[src/rtl/wishbone_slave_ram.sv]
// Classic Wishbone 8-bit slave with an internal byte RAM.
// Decodes a 16-bit window and acks after a fixed number of wait states.
module wishbone_slave_ram #(
    parameter int          AW          = 8,
    parameter logic [15:0] BASE_ADDR   = 16'h0000,
    parameter int          WAIT_STATES = 1
) (
    input  logic        clk_i,
    input  logic        rst_n_i,
    input  logic [15:0] adr_i,
    input  logic [7:0]  dat_i,
    output logic [7:0]  dat_o,
    input  logic        we_i,
    input  logic        stb_i,
    input  logic        cyc_i,
    output logic        ack_o
);

    localparam logic [3:0] LP_WS = 4'(WAIT_STATES);

    typedef enum logic [1:0] {
        ST_IDLE,
        ST_WAIT,
        ST_ACK
    } state_t;

    state_t         r_state;
    state_t         w_next;
    logic [3:0]     r_cnt;
    logic [AW-1:0]  r_adr;
    logic [7:0]     r_dat;
    logic           r_we;
    logic [7:0]     r_rdata;
    logic [7:0]     r_mem [2**AW];

    logic           w_req;
    logic           w_hit;
    logic           w_ack;
    logic [AW-1:0]  w_rd_adr;

    assign w_req = cyc_i & stb_i;
    assign w_hit = w_req & (adr_i[15:AW] == BASE_ADDR[15:AW]);
    assign w_ack = (r_state == ST_ACK) & w_req;

    // With zero wait states the address is not latched yet when ACK is entered
    assign w_rd_adr = (r_state == ST_IDLE) ? adr_i[AW-1:0] : r_adr;

    assign ack_o = w_ack;
    assign dat_o = w_ack ? r_rdata : 8'h00;

    // Next-state decode
    always_comb begin
        w_next = r_state;
        unique case (r_state)
            ST_IDLE: begin
                if (w_hit) begin
                    w_next = (LP_WS != 4'd0) ? ST_WAIT : ST_ACK;
                end
            end
            ST_WAIT: begin
                if (!w_req) begin
                    w_next = ST_IDLE;
                end else if (r_cnt == 4'd1) begin
                    w_next = ST_ACK;
                end
            end
            ST_ACK: begin
                w_next = ST_IDLE;
            end
            default: begin
                w_next = ST_IDLE;
            end
        endcase
    end

    // State, request latches, wait counter and read buffer
    always_ff @(posedge clk_i or negedge rst_n_i) begin
        if (!rst_n_i) begin
            r_state <= ST_IDLE;
            r_cnt   <= 4'd0;
            r_adr   <= '0;
            r_dat   <= 8'h00;
            r_we    <= 1'b0;
            r_rdata <= 8'h00;
        end else begin
            r_state <= w_next;
            if (r_state == ST_IDLE && w_hit) begin
                r_adr <= adr_i[AW-1:0];
                r_dat <= dat_i;
                r_we  <= we_i;
                r_cnt <= LP_WS;
            end else if (r_state == ST_WAIT && w_req) begin
                r_cnt <= r_cnt - 4'd1;
            end
            if (w_next == ST_ACK && r_state != ST_ACK) begin
                r_rdata <= r_mem[w_rd_adr];
            end
        end
    end

    // RAM write commits only if the ack was actually seen by the master
    always_ff @(posedge clk_i) begin
        if (w_ack && r_we) begin
            r_mem[r_adr] <= r_dat;
        end
    end

endmodule

[config.mk]
export PLATFORM = sky130hd
export DESIGN_NAME = wishbone_slave_ram
export DESIGN_NICKNAME = d
export VERILOG_FILES = /design/src/rtl/wishbone_slave_ram.sv
export SDC_FILE = /design/constraint.sdc
export NUM_CORES = 2
export LEC_CHECK = 0
export CAP_MARGIN = 20
export CORE_ASPECT_RATIO = 1.2
export CORE_MARGIN = 2
export CORE_UTILIZATION = 30
export DETAILED_ROUTE_END_ITERATION = 16
export GPL_TIMING_DRIVEN = 0
export MAX_ROUTING_LAYER = met4
export PLACE_DENSITY = 0.47
export SETUP_SLACK_MARGIN = 0.5
export SLEW_MARGIN = 5
export SYNTH_ARGS = -nofsm -noshare
export SYNTH_HDL_FRONTEND = slang
export SYNTH_SLANG_ARGS = --single-unit
[constraint.sdc]
create_clock -name clk_i -period 5.9 [get_ports clk_i]
set_input_delay 1.18 -clock clk_i [delete_from_list [all_inputs] [get_ports clk_i]]
set_output_delay 1.18 -clock clk_i [all_outputs]
set_load 0.01 [all_outputs]
==> summary by stage <==
Setup path
The maximum single-stage delay on the critical path is 0.90 ns. The arrival time at the worst endpoint is 6.53 ns. Traced cell by cell, the critical path runs through clkdlybuf4s50_1 -> or3b_2 -> and2_1 -> buf_2 -> buf_2 -> clkbuf_2 -> a311oi_1 -> nand4_1 -> and3_1 -> a31oi_1 -> nor3_1 -> nor3_4. The minimum setup slack among reg-to-reg paths is 0.35 ns. The startpoint identified for the worst register-to-register timing path is r_adr[4]. The kind of cell with the highest combined delay along the critical path is simple AND/OR/NAND/NOR gates. The buffers plus inverters on the worst setup path is 4. The launching element of the worst setup path is adr_i[3]. Data on the critical path is required at its endpoint by 6.64 ns.

Of all nets on the critical path, the largest fanout is 10. The most frequent cell on the critical path is sky130_fd_sc_hd__buf_2. The endpoint identified for the worst register-to-register timing path is r_rdata[4]. The critical path class is in2reg.

STA classifies the critical path startpoint as an input pin. The nature of the critical path endpoint is a register. The library cell contributing the largest single delay on the critical path is sky130_fd_sc_hd__a311oi_1. The depth of the worst register-to-register path is 11. Following the worst setup path forward leads to its endpoint at r_rdata[4]. The count of cell instances traversed by the critical path is 12.

GRT
The via count of the first global-routing pass came to 54.8k. The number of antenna violations at the first check in global routing is 107. The wire length of the first global-routing pass is 651,000 um. For this run, global-route usage on met2 was measured as 0.553. The layer with the highest usage is met2. In the global route stage, met1 resource usage came out at 0.467.

The overall routing resource usage is 0.384. Entering global routing, the biggest net connects 79 pins. The total overflow left after global routing is 0. The met3 demand-to-capacity share in global routing is 0.0900.

Power
The cell-internal power is 24,500 uW. The leakage power is 0.0336 uW. Of the total power, the share spent switching nets is 0.261. The logic gate share of total power is 0.079. The total power is 33,100 uW. Power spread over the standard cell area amounts to 335 nW/um^2. The maximum vdd drop is 0.000285 V. The switching power is 8630 uW. Of the total power, the clock network draws 0.434. The sequential fraction of design power is 0.487.

Timing
Setup repair after global routing could not meet its margin everywhere. The setup-violating endpoint count in the final report is 0. At the pin with the least slew margin, the transition time is 1.26 ns.

In this run the tightest slew margin relative to its limit is 0.154. The share of the clock period used by the worst path after layout is 0.981. Timing would allow up to 173 MHz. The routed design could run at a clock period as short as 5.79 ns. Across the routed clock network, the largest skew measured is 0.0808 ns. The final count of pins violating max slew is 0.

The hold violation count in the final report is 0.

Finish
The net count of the finished layout is 6,247. The library cell used most frequently in the layout, excluding fill and tap cells, is sky130_fd_sc_hd__edfxtp_1. The finished layout cell area is 98,800 um^2. The relative area change from synthesis to final layout is 20.0%. The final-layout fill cell count is 26.3k. The register area is 62,300 um^2.

The multi-input logic area is 18,600 um^2. The fraction of final layout cells with drive strength greater than 1 is 0.171. The count of placed standard cells in the final layout, fillers left out is 10.1k.

In the layout the commonest cells are 2,048 x sky130_fd_sc_hd__edfxtp_1, 1,439 x sky130_fd_sc_hd__nand2_1, 420 x sky130_fd_sc_hd__nand3_1.

Floorplan
The total core area is 273,000 um^2. After floorplanning, the core was divided into 210 placement rows. The starting utilization of the core area is 0.302. 38 I/O pins were placed.

The die outline width is 482 um. The floorplan step set the die height to 578 um. The floorplan die area is 279,000 um^2.

Logic synthesis
The total of flip-flops plus latches after synthesis is 2,079. Synthesis handed over a netlist of 5,723 instances. The dominant register cell in the synthesized netlist is sky130_fd_sc_hd__edfxtp_1. Of the synthesized area, sequential elements account for 0.756. The number of nets in the synthesized netlist is 5,754.

During synthesis, Yosys emitted a total of 0 warnings. The synthesized netlist contains 76 unique library cells. The share of synthesized area in the top cell type comes to 0.747. The async set or reset register ratio after synthesis is 0.0149. The area of the mapped netlist is 82,300 um^2. The average cell area after synthesis is 14.4 um^2. The synthesized design contains 2,048 enable-type register cells.

Of all cell types, the one taking the most synthesized area is sky130_fd_sc_hd__edfxtp_1. Yosys attributes the largest share of cell area to sky130_fd_sc_hd__edfxtp_1 75%, sky130_fd_sc_hd__nand2_1 6.6%, sky130_fd_sc_hd__nand3_1 2.6%.

CTS
The number of sinks handled by clock tree synthesis is 2,079. Buffers inserted during clock tree synthesis total 225. The number of buffers inserted for hold repair after clock tree synthesis is 0.

The source-to-sink clock delay at the later pin of the worst-skew pair is 0.96 ns. The maximum root-to-sink buffer count is 4. TritonCTS built the clock tree. Clock-pin slew was measured on the worst setup and hold paths at 0.06 ns. In this run the clock root is driven by a sky130_fd_sc_hd__clkbuf_16. The clock tree synthesis step divided the H-tree into 4 levels.

Route
After detailed routing, the average wire length per cell comes to 52.5 um. The routed design has 528,000 um of wire. The iteration-0 DRC count of the detailed router is 12.7k.

The final routed DRC violation total is 0. The number of vias per cell is 6.18. The count of nets left with antenna violations once routing finished came out at 0.

The total via count after detailed routing is 62.2k. For this run, the detailed router's first-pass iteration total came to 6.

Placement
The instance count after placement with tap cells included is 9,578. The placer congestion estimate is 1.07. The area after detailed placement is 91,000 um^2. Detailed placement finished with a half-perimeter wire length of 377,000 um. The number of I/O port buffers is 37.

Flow run
The number of violations of the max-capacitance limit is 0.

Outcome
The flow ran to the end, and the final reports show no timing, DRC or antenna violations.

Worst hold path
The class of the tightest hold or removal check is in2async.
-- power by group through the flow --
stage / clock network [uW] / logic, uW / registers (uW)
5_1_grt: 14800 / 2490 / 16100
4_1_cts: 14300 / 2480 / 16100
3_5_place_dp: 0 / 2450 / 16400
3_3_place_gp: 0 / 2230 / 16600
6_report: 14400 / 2630 / 16100
2_1_floorplan: 0 / 700 / 16500
-- cells by family (layout without fill, tap and decap cells) --
logic type / Yosys count / count (layout) / share of synthesized area
xor gates and xnor gates: 3 / 3 / 0.000319
DFF: 2079 / 2079 / 0.756
and+or+nand+nor: 2493 / 2493 / 0.131
adders and majority gates: 2 / 2 / 0.000304
buffers and inverters: 364 / 1030 / 0.0239
muxes: 252 / 252 / 0.0417
other: 0 / 69 / 0
AOI/OAI and AO/OA: 530 / 530 / 0.0468
-- registers in the layout (all words and copies together), names as in the netlist --
register  cells
r_adr         8
r_cnt         4
r_dat         8
r_mem      2048
r_rdata       8
r_state       2
r_we          1
-- cell usage after synthesis (34+ instances only) --
cell,instances
sky130_fd_sc_hd__nand4_1,151
sky130_fd_sc_hd__mux2i_1,157
sky130_fd_sc_hd__a31oi_1,118
sky130_fd_sc_hd__nand2_1,1441
sky130_fd_sc_hd__buf_4,52
sky130_fd_sc_hd__o21ai_0,34
sky130_fd_sc_hd__mux4_2,70
sky130_fd_sc_hd__a21oi_1,84
sky130_fd_sc_hd__buf_2,168
sky130_fd_sc_hd__a32oi_1,138
sky130_fd_sc_hd__clkbuf_1,100
sky130_fd_sc_hd__edfxtp_1,2048
sky130_fd_sc_hd__nor2_1,324
sky130_fd_sc_hd__and3_1,47
sky130_fd_sc_hd__nand3_1,421
-- how the worst min path moves through the flow --
stage | from | to | slack [ns] | depth (start not counted)
global route | rst_n_i | r_state[1] | 0.25 | 1
global placement | r_we | r_we | 0.49 | 1
finish | rst_n_i | r_dat[2] | 0.22 | 1
CTS | rst_n_i | r_dat[2] | 0.18 | 1
detailed placement | r_we | r_we | 0.51 | 1
floorplan | r_we | r_we | 0.48 | 1
-- repair_timing --
| action | CTS | global route |
|---|---|---|
| setup endpoints to repair | 128 | 7 |
| resized for setup | 112 | 37 |
| pin swaps | 10 | 10 |
| setup buffers | 2 | 2 |
-- metrics by stage --
step                      setup WS (ns)  setup TNS [ns]   util  hold WS, ns
final                             0.110               0  0.362        0.218
after global routing              0.390               0  0.362        0.252
after CTS                         0.503               0  0.361        0.183
after detailed placement          -2.02          -12.54  0.333        0.507
after global placement            -3.96        -7916.36  0.320        0.493
after floorplan                    1.92               0      -        0.479
-- layout make-up --
cell class	instances	share of cell area
Sequential cell	2079	0.631
Multi-Input combinational cell	3280	0.188
Clock buffer	271	0.0589
Tap cell	3604	0.0456
Timing Repair Buffer	266	0.0389
Buffer	355	0.0231
Clock inverter	129	0.0126
Antenna cell	69	0.00175
Inverter	9	0.000342
-- worst register-to-register path, cell delays in order, from the launching register on --
cell and delay, ns:
sky130_fd_sc_hd__dfrtp_1 0.36, sky130_fd_sc_hd__clkbuf_1 0.63, sky130_fd_sc_hd__nor2_1 0.52, sky130_fd_sc_hd__a21o_1 0.30, sky130_fd_sc_hd__nand2_1 0.22, sky130_fd_sc_hd__clkbuf_1 0.91
sky130_fd_sc_hd__clkbuf_1 0.99, sky130_fd_sc_hd__a31oi_1 0.23, sky130_fd_sc_hd__nand4_1 0.32, sky130_fd_sc_hd__nand3_1 0.18, sky130_fd_sc_hd__o32ai_2 0.54, sky130_fd_sc_hd__nor3_4 0.20
-- routing by layer --
metal | share of wire | vias to the layer above
li1 | - | 22727
met4 | 0.092 | 0
met5 | 0 | -
met1 | 0.37 | 32757
met3 | 0.11 | 1375
met2 | 0.43 | 5339
Power figures use the tool's default switching activity.
